===== src/rtl/vsa_param_pkg.sv =====
// vsa_param_pkg
// Shared definitions for the parametrised VSA core:
//   - state_t : FSM state encoding (IF, ID, EX, MEM, WB, HLT)
//   - OP_*    : 3-bit opcodes
//   - FN_*    : 3-bit ALU function codes for the R-format ALU opcode
//   - zeroExtend / signExtend : extend the low 'width' bits of a 32-bit
//     value; callers size-cast the result to the width they need
//     (all widths used with these helpers must be <= 32).
package vsa_param_pkg;

    typedef enum logic [2:0] {
        ST_IF  = 3'd0,
        ST_ID  = 3'd1,
        ST_EX  = 3'd2,
        ST_MEM = 3'd3,
        ST_WB  = 3'd4,
        ST_HLT = 3'd5
    } state_t;

    localparam logic [2:0] OP_LW   = 3'd0;
    localparam logic [2:0] OP_SW   = 3'd1;
    localparam logic [2:0] OP_BEQZ = 3'd2;
    localparam logic [2:0] OP_ALU  = 3'd3;
    localparam logic [2:0] OP_ADDI = 3'd4;
    localparam logic [2:0] OP_SUBI = 3'd5;
    localparam logic [2:0] OP_BNEZ = 3'd6;
    localparam logic [2:0] OP_HALT = 3'd7;

    localparam logic [2:0] FN_ADD  = 3'd0;
    localparam logic [2:0] FN_SUB  = 3'd1;
    localparam logic [2:0] FN_AND  = 3'd2;
    localparam logic [2:0] FN_OR   = 3'd3;
    localparam logic [2:0] FN_XOR  = 3'd4;
    localparam logic [2:0] FN_NOTA = 3'd5;
    localparam logic [2:0] FN_SRL  = 3'd6;
    localparam logic [2:0] FN_SRA  = 3'd7;

    // Keep the low 'width' bits, clear everything above.
    function automatic logic [31:0] zeroExtend(input logic [31:0] value, input int width);
        logic [31:0] upper;
        upper = (width >= 32) ? 32'h0 : (32'hFFFF_FFFF << width);
        return value & ~upper;
    endfunction

    // Replicate bit 'width-1' into every bit above it.
    function automatic logic [31:0] signExtend(input logic [31:0] value, input int width);
        logic [31:0] upper;
        upper = (width >= 32) ? 32'h0 : (32'hFFFF_FFFF << width);
        if (((value >> (width - 1)) & 32'h1) != 32'h0) begin
            return value | upper;
        end
        return value & ~upper;
    endfunction

endpackage


===== src/rtl/vsa_param_alu.sv =====
// vsa_param_alu
// Combinational execute-stage arithmetic for the VSA core.
// Ports:
//   opcode [3]    : instruction opcode (selects immediate add/sub or R-format op)
//   funct  [3]    : R-format function code, used only when opcode == OP_ALU
//   a, b   [DW]   : operand registers A and B
//   imm    [IMMW] : raw immediate field, zero-extended here
//   result [DW]   : ALUOutput candidate (modulo 2^DW, no flags)
// Branch targets are formed in the core because they need NPC.
module vsa_param_alu
    import vsa_param_pkg::*;
#(
    parameter int DW   = 8,
    parameter int IMMW = 5
) (
    input  logic [2:0]      opcode,
    input  logic [2:0]      funct,
    input  logic [DW-1:0]   a,
    input  logic [DW-1:0]   b,
    input  logic [IMMW-1:0] imm,
    output logic [DW-1:0]   result
);

    logic [DW-1:0] immZext;

    assign immZext = DW'(zeroExtend(32'(imm), IMMW));

    always_comb begin
        // LW/SW/ADDI all want base + offset, so that is the default.
        result = a + immZext;
        unique case (opcode)
            OP_SUBI: result = a - immZext;
            OP_ALU: begin
                unique case (funct)
                    FN_ADD:  result = a + b;
                    FN_SUB:  result = a - b;
                    FN_AND:  result = a & b;
                    FN_OR:   result = a | b;
                    FN_XOR:  result = a ^ b;
                    FN_NOTA: result = ~a;
                    FN_SRL:  result = a >> 1;
                    FN_SRA:  result = {a[DW-1], a[DW-1:1]};
                    default: result = a + b;
                endcase
            end
            default: ;
        endcase
    end

endmodule


===== src/rtl/vsa_param_core.sv =====
// vsa_param_core
// Non-pipelined multi-cycle VSA processor: IF -> ID -> EX -> MEM -> WB,
// plus an absorbing HLT state entered from ID on the HALT opcode.
// Ports:
//   clock        : rising-edge clock
//   reset_n      : asynchronous active-low reset
//   pc           : instruction address (PCW bits)
//   inst_valid   : instruction bus valid, only sampled in IF
//   instruction  : instruction word (IW = 3*RW+6 bits)
//   mem_req, wr  : data access request / write qualifier (combinational from state)
//   mem_addr     : data address (ALUOutput register)
//   dataout      : store data (B register)
//   datain       : load data, captured on the acked MEM cycle of LW
//   mem_ack      : data access complete, only sampled in MEM for LW/SW
//   halted       : high while in HLT
//   retire       : one-cycle pulse in WB
module vsa_param_core
    import vsa_param_pkg::*;
#(
    parameter int  DW      = 8,
    parameter int  NREG    = 4,
    parameter int  PCW     = 6,
    parameter int  PC_STEP = 2,
    localparam int RW      = $clog2(NREG),
    localparam int IW      = 3 * RW + 6,
    localparam int IMMW    = RW + 3
) (
    input  logic            clock,
    input  logic            reset_n,
    output logic [PCW-1:0]  pc,
    input  logic            inst_valid,
    input  logic [IW-1:0]   instruction,
    output logic            mem_req,
    output logic            wr,
    output logic [DW-1:0]   mem_addr,
    output logic [DW-1:0]   dataout,
    input  logic [DW-1:0]   datain,
    input  logic            mem_ack,
    output logic            halted,
    output logic            retire
);

    localparam logic [PCW-1:0] PC_INC = PCW'(PC_STEP);

    state_t          stateReg;
    state_t          stateNext;

    logic [IW-1:0]   irReg;
    logic [PCW-1:0]  pcReg;
    logic [PCW-1:0]  npcReg;
    logic [DW-1:0]   aReg;
    logic [DW-1:0]   bReg;
    logic [DW-1:0]   aluOutReg;
    logic [DW-1:0]   lmdReg;
    logic            condReg;
    logic [DW-1:0]   regFile [NREG];

    // Instruction fields. The I-format destination occupies the same bits
    // as the R-format src2 field, so it is decoded as src2.
    logic [2:0]      opcode;
    logic [RW-1:0]   src1;
    logic [RW-1:0]   src2;
    logic [RW-1:0]   dstR;
    logic [2:0]      funct;
    logic [IMMW-1:0] imm;

    assign opcode = irReg[IW-1 -: 3];
    assign src1   = irReg[IW-4 -: RW];
    assign src2   = irReg[IW-4-RW -: RW];
    assign dstR   = irReg[IW-4-2*RW -: RW];
    assign funct  = irReg[2:0];
    assign imm    = irReg[IMMW-1:0];

    logic isMemOp;
    logic isBranch;
    logic memExit;

    assign isMemOp  = (opcode == OP_LW) || (opcode == OP_SW);
    assign isBranch = (opcode == OP_BEQZ) || (opcode == OP_BNEZ);
    // Non-memory opcodes spend exactly one cycle in MEM.
    assign memExit  = (stateReg == ST_MEM) && (!isMemOp || mem_ack);

    // R0 is hard-wired to zero on the read side.
    logic [DW-1:0] readA;
    logic [DW-1:0] readB;

    assign readA = (src1 == '0) ? '0 : regFile[src1];
    assign readB = (src2 == '0) ? '0 : regFile[src2];

    logic [DW-1:0]  aluResult;
    logic [PCW-1:0] branchTarget;

    vsa_param_alu #(
        .DW   (DW),
        .IMMW (IMMW)
    ) aluInst (
        .opcode (opcode),
        .funct  (funct),
        .a      (aReg),
        .b      (bReg),
        .imm    (imm),
        .result (aluResult)
    );

    // Word offset: sign-extended immediate doubled, wrapping at 2^PCW.
    assign branchTarget = npcReg + PCW'(signExtend(32'(imm), IMMW) << 1);

    // ---------------- FSM: state register ----------------
    always_ff @(posedge clock or negedge reset_n) begin
        if (!reset_n) begin
            stateReg <= ST_IF;
        end else begin
            stateReg <= stateNext;
        end
    end

    // ---------------- FSM: next-state logic ----------------
    always_comb begin
        stateNext = stateReg;
        unique case (stateReg)
            ST_IF:   stateNext = inst_valid ? ST_ID : ST_IF;
            ST_ID:   stateNext = (opcode == OP_HALT) ? ST_HLT : ST_EX;
            ST_EX:   stateNext = ST_MEM;
            ST_MEM:  stateNext = memExit ? ST_WB : ST_MEM;
            ST_WB:   stateNext = ST_IF;
            ST_HLT:  stateNext = ST_HLT;
            default: stateNext = ST_IF;
        endcase
    end

    // ---------------- FSM: outputs ----------------
    // Decoded straight from the state register so an asynchronous reset
    // drops mem_req/wr without waiting for a clock edge.
    always_comb begin
        mem_req = 1'b0;
        wr      = 1'b0;
        halted  = 1'b0;
        retire  = 1'b0;
        unique case (stateReg)
            ST_MEM: begin
                mem_req = isMemOp;
                wr      = (opcode == OP_SW);
            end
            ST_WB:   retire = 1'b1;
            ST_HLT:  halted = 1'b1;
            default: ;
        endcase
    end

    // ---------------- Datapath registers ----------------
    always_ff @(posedge clock or negedge reset_n) begin
        if (!reset_n) begin
            irReg     <= '0;
            pcReg     <= '0;
            npcReg    <= '0;
            aReg      <= '0;
            bReg      <= '0;
            aluOutReg <= '0;
            lmdReg    <= '0;
            condReg   <= 1'b0;
        end else begin
            unique case (stateReg)
                ST_IF: begin
                    if (inst_valid) begin
                        irReg  <= instruction;
                        npcReg <= pcReg + PC_INC;
                    end
                end
                ST_ID: begin
                    aReg <= readA;
                    bReg <= readB;
                end
                ST_EX: begin
                    aluOutReg <= isBranch ? DW'(branchTarget) : aluResult;
                    condReg   <= (opcode == OP_BEQZ) ? (aReg == '0) : (aReg != '0);
                end
                ST_MEM: begin
                    if ((opcode == OP_LW) && mem_ack) begin
                        lmdReg <= datain;
                    end
                    if (memExit) begin
                        pcReg <= (isBranch && condReg) ? PCW'(aluOutReg) : npcReg;
                    end
                end
                default: ;
            endcase
        end
    end

    // ---------------- Register file write-back ----------------
    logic          wrEn;
    logic [RW-1:0] wrIdx;
    logic [DW-1:0] wrData;

    always_comb begin
        wrEn   = 1'b0;
        wrIdx  = src2;
        wrData = aluOutReg;
        if (stateReg == ST_WB) begin
            unique case (opcode)
                OP_ALU: begin
                    wrEn  = 1'b1;
                    wrIdx = dstR;
                end
                OP_ADDI, OP_SUBI: wrEn = 1'b1;
                OP_LW: begin
                    wrEn   = 1'b1;
                    wrData = lmdReg;
                end
                default: ;
            endcase
        end
        // Writes to R0 are silently dropped.
        if (wrIdx == '0) begin
            wrEn = 1'b0;
        end
    end

    always_ff @(posedge clock or negedge reset_n) begin
        if (!reset_n) begin
            for (int i = 0; i < NREG; i++) begin
                regFile[i] <= '0;
            end
        end else if (wrEn) begin
            regFile[wrIdx] <= wrData;
        end
    end

    assign pc       = pcReg;
    assign mem_addr = aluOutReg;
    assign dataout  = bReg;

endmodule


===== config.mk =====
export PLATFORM = sky130hd
export DESIGN_NAME = vsa_param_core
export DESIGN_NICKNAME = d
export VERILOG_FILES = /design/src/rtl/vsa_param_pkg.sv /design/src/rtl/vsa_param_alu.sv /design/src/rtl/vsa_param_core.sv
export SDC_FILE = /design/constraint.sdc
export NUM_CORES = 1
export LEC_CHECK = 0
export ABC_CLOCK_PERIOD_IN_PS = 6200
export CORE_AREA = 4 4 134 136
export CTS_CLUSTER_DIAMETER = 80
export DETAILED_ROUTE_END_ITERATION = 10
export DIE_AREA = 0 0 138 140
export GPL_TIMING_DRIVEN = 0
export PLACE_DENSITY_LB_ADDON = 0.12
export SYNTH_ARGS = -nofsm -noshare
export SYNTH_HDL_FRONTEND = slang
export SYNTH_SLANG_ARGS = --single-unit

===== constraint.sdc =====
create_clock -name clock -period 6.2 [get_ports clock]
set_input_delay 1.24 -clock clock [delete_from_list [all_inputs] [get_ports clock]]
set_output_delay 1.24 -clock clock [all_outputs]
set_load 0.005 [all_outputs]

==> results.ini, run 1 <==
[sta]
fin_crit_ns=3.53
max_slew_margin_pct=23.8
rsz0062_at_grt=no
finalHoldViolations=0
fin_setup_tns_ns=0
clock.fmax_mhz=283
clock_skew_ns=0.00739
finalCritPeriodShare_pct=57.0
worstMarginPinSlew_ns=1.14
slew_violations=0
finalSetupViolations=0

[clock_tree]
cts_tree=yes
ctsHoldBuffers=0
cts_resized=0
cts_buffer_depth=2
clock_latency_ns=0.35
clk_pin_slew_ns=0.06
post_cts_buffers=0
clock-root-buffer=clkbuf_16
htree_levels=3
cts_made_buffers=9
cts_sinks=84

[finish]
drive_above_1_share_pct=10.5
fill_cells=1710
register_area_um2=2100
layout.cells.most_common=dfrtp_1
final_nets=708
num_antenna_cells=0
syn2layout_area_growth_pct=19.5
final_cell_mix=dfrtp_1, a21oi_1, clkdlybuf4s50_1, nand2_1, ha_1
multi_input_area_um2=3110
fin_cells=870

[power_and_ir_drop]
p_int_mw=2.25
clock_power_share_pct=11.7
power_frac_comb_pct=62.0
p_leak_nw=2.94
power.density_cell_area_nw_per_um2=652
p_sw_mw=2.02
p_seq_share_pct=26.3
ir_drop_mv=0.200
switching_share_pct=47.2

[synth]
synthCells=579
synth_compound_area_share_pct=19.7
synth_adder_area_share_pct=10.5
synthFlopType=dfrtp_1
synth-seq-cells=84
yosysSeqAreaShare_pct=38.4
synthSimpleGateAreaFrac_pct=12.5
synth_cell_types=56
ys_async_sr_fraction_pct=100
synth-edff-count=0
synth_nets=647
avgSynthCellArea_um2=9.47
synth_xor_xnor_area_share_pct=3.68
synth_mux_area_share_pct=10.5
netlist_area_um2=5480
yosys_warnings=0
synth_top_family_by_area=compound AO/OA/AOI/OAI gates

[global_routing]
grt_pass1_vias=4664
use_met1_pct=24.1
use_met3_pct=2.32
antenna_found_initial=0
grt_util_met2_pct=29.1
grt_usage_pct=17.5
grt_overflow=0
grt_busiest_layer=met2
grt_pass1_wl_um=26800
grt_max_degree=68

[die]
die_w_um=138
fp.dieArea_um2=19300
io_pins=50
rows=48
core_area_um2=16900
start_util_pct=32.4
die_h_um=140

[route]
drtPass1Iterations=7
drtIter0Drc=358
ant_nets=0
drc=0
vias=4612
vias_per_cell=5.30
drt-total-wl_um=16900
wire_per_inst_um=19.5

[setup_path]
reg2reg_from=irReg[1]$_DFFE_PN0P_
end_kind=flop
worstPathRequired_ns=6.42
path_max_fanout=8
cp_slowest_cell=dfrtp_1
critPathMaxStageDelay_ns=0.45
worstPathCellList=inv_1 -> ha_1 -> nor2b_1 -> clkbuf_1 -> mux2i_1 -> ha_1 -> nor2b_1 -> o2111ai_1 -> nand3_1 -> and3_1 -> nor3_1 -> o211ai_1
cp-start-kind=flop
path_buf_inv=2
ff2ff_setup_slack_ns=2.67
crit_family=simple AND/OR/NAND/NOR gates
worst-setup-path-type=flop to flop
reg2reg_depth=12
r2r_end=mem_addr[7]$_DFFE_PN0P_
cp.arrival_ns=3.75

[min_path]
min_path_type=flop to flop
hold_start=condReg$_DFFE_PN0P_
min_to=condReg$_DFFE_PN0P_
min_path_cells=2

[placed_design]
hpwl_um=12800
port_buffers=49
place.gp.congestion=0.874
place_inst=854

[status]
outcome=complete, no violations

[job]
drv_cap=0

-- synth_stat cells (7+ instances only) --
cell type / n / area [um^2]
mux2i_1: 19 / 190
a21oi_1: 63 / 315
mux2_2: 34 / 383
o21ai_0: 38 / 190
inv_1: 35 / 131
nor2b_1: 9 / 56.3
a221oi_1: 23 / 201
nand2b_1: 7 / 43.8
nand3_1: 9 / 45.0
nand2_1: 43 / 161
dfrtp_1: 84 / 2100
ha_1: 41 / 513
nor3_1: 9 / 45.0
nor2_1: 40 / 150
clkbuf_1: 14 / 52.6
xnor2_1: 17 / 149
buf_2: 8 / 40.0
-- kinds of logic (layout without fill, tap and decap cells) --
logic type | after synthesis | count (layout)
AND/OR/NAND/NOR | 141 | 141
XOR/XNOR | 23 | 23
flip-flops | 84 | 84
buffers and inverters | 64 | 130
AO/OA/AOI/OAI | 170 | 170
adder cells (fa/ha/maj) | 44 | 44
multiplexers | 53 | 53
-- routing by layer --
metal	up-vias	wire length, um
met1	2272	7980
met5	-	0
met3	17	652
met4	0	231
li1	2219	-
met2	104	8070
-- sequential cells by signal (all words and copies together), names as in the netlist --
register / cells
irReg: 12
npcReg: 6
condReg: 1
stateReg: 3
pc: 6
dataout: 8
lmdReg: 8
aReg: 8
mem_addr: 8
regFile: 24
-- worst max-delay path by stage --
stage                         start  depth (start not counted)                      end
5_1_grt        irReg[1]$_DFFE_PN0P_                         12  mem_addr[6]$_DFFE_PN0P_
2_1_floorplan  irReg[1]$_DFFE_PN0P_                         12  mem_addr[3]$_DFFE_PN0P_
3_3_place_gp                reset_n                          1   dataout[2]$_DFFE_PN0N_
6_report       irReg[1]$_DFFE_PN0P_                         12  mem_addr[7]$_DFFE_PN0P_
3_5_place_dp             inst_valid                          4     irReg[9]$_DFFE_PN0P_
4_1_cts        irReg[1]$_DFFE_PN0P_                         12  mem_addr[7]$_DFFE_PN0P_
-- layout make-up --
cell class,instances,area share (%)
buffer,29,2.03
inverter,35,2.01
clock inverter,6,0.631
sequential,84,32.1
clock buffer,10,3.50
multi-input combinational,431,47.6
tap,225,4.30
timing repair buffer,50,7.87
-- tightest hold or removal path: stages (launching register included) --
cell and delay, ns:
dfrtp_1 0.35, nand2_1 0.05, o21ai_0 0.06
-- power by group through the flow --
stage | logic, mW | clock network [mW] | registers [mW]
floorplan | 1.88 | 0 | 1.02
global placement | 2.58 | 0 | 1.13
detailed placement | 2.61 | 0 | 1.13
CTS | 2.64 | 0.511 | 1.13
global route | 2.95 | 0.539 | 1.16
finish | 2.65 | 0.499 | 1.13
-- stage by stage --
step | worst slack, ns | power (mW) | util (%) | hold WS (ns) | area [um^2]
floorplan | 3.36 | 2.90 | - | 0.450 | 5480
global placement | 0.734 | 3.71 | 36.9 | 0.474 | 6250
detailed placement | 2.52 | 3.74 | 37.1 | 0.493 | 6280
CTS | 2.65 | 4.28 | 38.7 | 0.507 | 6550
global route | 2.32 | 4.65 | 38.7 | 0.532 | 6550
finish | 2.67 | 4.27 | 38.7 | 0.499 | 6550
Power figures use the tool's default switching activity.
==> run 2, diff against run 1 <==
Settings changed: ABC_CLOCK_PERIOD_IN_PS 6200 to 3080.
Clock period 6.2 ns to 3.08 ns, I/O delays scaled along.
==> run 2 against run 1 <==
Clock skew rose by 0.00069 ns. Critical path type unchanged. Register-to-register slack got worse by 2.6 ns. Highest routed layer unchanged. Worst setup slack got worse by 2.6 ns. Final cell count rose by 1.1%. Utilization rose by 0.89 points. Worst hold slack got worse by 0.35 ns.
==> results.ini, run 2 (same netlist as run 1, synthesis figures left out) <==
[status]
outcome=complete, no violations

[setup_path]
reg2reg_depth=9  ; -3
cp.arrival_ns=3.25  ; -0.50 ns
worstPathCellList=clkbuf_4 -> o21ai_0 -> ha_1 -> o21a_1 -> o31a_1 -> o41ai_2 -> a21oi_1 -> or3b_2 -> o211ai_1
end_kind=flop
cp_slowest_cell=dfrtp_1
worstPathRequired_ns=3.34  ; -3.08 ns
crit_family=compound AO/OA/AOI/OAI gates
ff2ff_setup_slack_ns=0.09  ; -2.58 ns
startpoint=irReg[2]$_DFFE_PN0P_
path_max_fanout=19  ; +11
endpoint=mem_addr[7]$_DFFE_PN0P_
path_buf_inv=1  ; -1
reg2reg_from=irReg[2]$_DFFE_PN0P_
r2r_end=mem_addr[7]$_DFFE_PN0P_
worst-setup-path-type=flop to flop
crit_cells=9  ; -3
critPathMaxStageDelay_ns=0.57  ; +0.12 ns
cp-start-kind=flop

[route]
ant_nets=0  ; unchanged
drt-total-wl_um=17000  ; +0.55%
drc=0  ; unchanged
vias=4666  ; +1.2%
drtPass1Iterations=4  ; -3
vias_per_cell=5.30  ; about the same
wire_per_inst_um=19.4  ; -0.59%
drtIter0Drc=300  ; -16%

[clock_tree]
clock_latency_ns=0.35  ; about the same
clk_pin_slew_ns=0.06  ; about the same
cts_sinks=84  ; unchanged
cts_made_buffers=9  ; unchanged
cts_buffer_depth=2  ; unchanged
ctsHoldBuffers=0  ; unchanged
cts_tree=yes
htree_levels=3  ; unchanged
clock-root-buffer=clkbuf_16

[global_routing]
grt_pass1_wl_um=26700  ; -0.15%
grt_overflow=0  ; unchanged
grt_usage_pct=17.5  ; -0.022 points
grt_pass1_vias=4662  ; -0.043%
antenna_found_initial=0  ; unchanged
grt_max_degree=68  ; unchanged

[sta]
max_slew_margin_pct=21.2  ; -2.5 points
slew_violations=0  ; unchanged
rsz0062_at_grt=no
worstMarginPinSlew_ns=1.18  ; +0.0378 ns
finalCritPeriodShare_pct=97.0  ; +40 points
clock_skew_ns=0.00808  ; +0.000690 ns
clock.fmax_mhz=335  ; +18%
finalHoldViolations=0  ; unchanged
finalSetupViolations=0  ; unchanged
final.setup.worst_slack_ns=0.0913  ; -2.58 ns
fin_crit_ns=2.99  ; -0.544 ns

[power_and_ir_drop]
p_leak_nw=3.01  ; +2.3%
total_power_mw=8.86  ; +110%
power.density_cell_area_nw_per_um2=1320  ; +100%
ir_drop_mv=0.408  ; +100%

[placed_design]
port_buffers=49  ; unchanged
place.gp.congestion=0.874  ; unchanged
dp_slack_ns=-0.431  ; -2.95 ns
hpwl_um=12800  ; unchanged

[finish]
layout.cells.most_common=dfrtp_1
reg.largest.list=regFile: 24 flops, irReg: 12 flops
largest_reg_flops=24  ; unchanged
final_cell_mix=dfrtp_1, a21oi_1, clkdlybuf4s50_1, nand2_1, nor2_1
regMostFlops=regFile
num_antenna_cells=0  ; unchanged
final_nets=718  ; +1.4%
drive_above_1_share_pct=14.5  ; +4.0 points
utilization_pct=39.5  ; +0.89 points
syn2layout_area_growth_pct=22.2
fill_cells=1707  ; -0.18%

[die]
rows=48  ; unchanged
start_util_pct=32.4  ; unchanged
io_pins=50  ; unchanged
die_w_um=138  ; unchanged
die_h_um=140  ; unchanged
fp.dieArea_um2=19300  ; unchanged
core_area_um2=16900  ; unchanged

[job]
drv_cap=0  ; unchanged

[min_path]
min_path_type=input pin to async pin

-- run 2: worst min-delay path by stage --
| stage | slack (ns) | to | cells past startpoint | start |
|---|---|---|---|---|
| 2_1_floorplan | 0.32 | aReg[0]$_DFFE_PN0N_ | 0 | reset_n |
| 3_3_place_gp | 0.47 | condReg$_DFFE_PN0P_ | 2 | condReg$_DFFE_PN0P_ |
| 3_5_place_dp | 0.49 | lmdReg[5]$_DFFE_PN0P_ | 1 | lmdReg[5]$_DFFE_PN0P_ |
| 4_1_cts | 0.15 | pc[1]$_DFFE_PN0P_ | 1 | reset_n |
| 5_1_grt | 0.16 | pc[1]$_DFFE_PN0P_ | 1 | reset_n |
| 6_report | 0.15 | pc[1]$_DFFE_PN0P_ | 1 | reset_n |
-- run 2: worst reg2reg max path, cell delays in order (launching register included) --
cell      delay (ns)
dfrtp_1         0.57
clkbuf_4        0.39
o21ai_0         0.15
ha_1            0.37
o21a_1          0.21
o31a_1          0.15
o41ai_2         0.41
a21oi_1         0.11
or3b_2          0.45
o211ai_1        0.11
-- run 2: area by class of cell --
type | count | area [um^2] | share of cell area, %
repair buffers | 61 | 598 | 8.93
clock inverters | 6 | 41.3 | 0.616
well taps | 225 | 282 | 4.20
flip-flops and latches | 84 | 2100 | 31.4
inverters | 35 | 131 | 1.96
multi-input cells | 431 | 3180 | 47.4
clock buffers | 10 | 229 | 3.42
plain buffers | 28 | 136 | 2.04
-- run 2: through the flow --
stage          hold WS [ns]  TNS [ns]  instance area [um^2]  cells
2_1_floorplan         0.320         0                  5480    579
3_3_place_gp          0.474   -149.13                  6250    853
3_5_place_dp          0.493     -1.69                  6280    854
4_1_cts               0.150         0                  6570    869
5_1_grt               0.160         0                  6700    880
6_report              0.152         0                  6700    880
-- run 2: power by group --
| part | total, mW | switching [mW] | internal, mW |
|---|---|---|---|
| Combinational | 5.59 | 3.03 | 2.55 |
| Clock | 1.01 | 0.461 | 0.547 |
| Sequential | 2.27 | 0.641 | 1.63 |
-- run 2: repair_timing --
item	in CTS	in global routing
pin swaps	0	2
gates cloned	0	0
gates resized for setup	8	13
endpoints found under the setup margin	5	5
buffers inserted	0	11
-- run 2: per-layer routing --
layer | vias to the layer above | wire length [um] | track usage (%)
met2 | 85 | 8150 | 29.3
met3 | 13 | 507 | 2.36
met5 | - | 0 | 0
met4 | 0 | 184 | 4.78
li1 | 2239 | - | -
met1 | 2329 | 8190 | 23.9
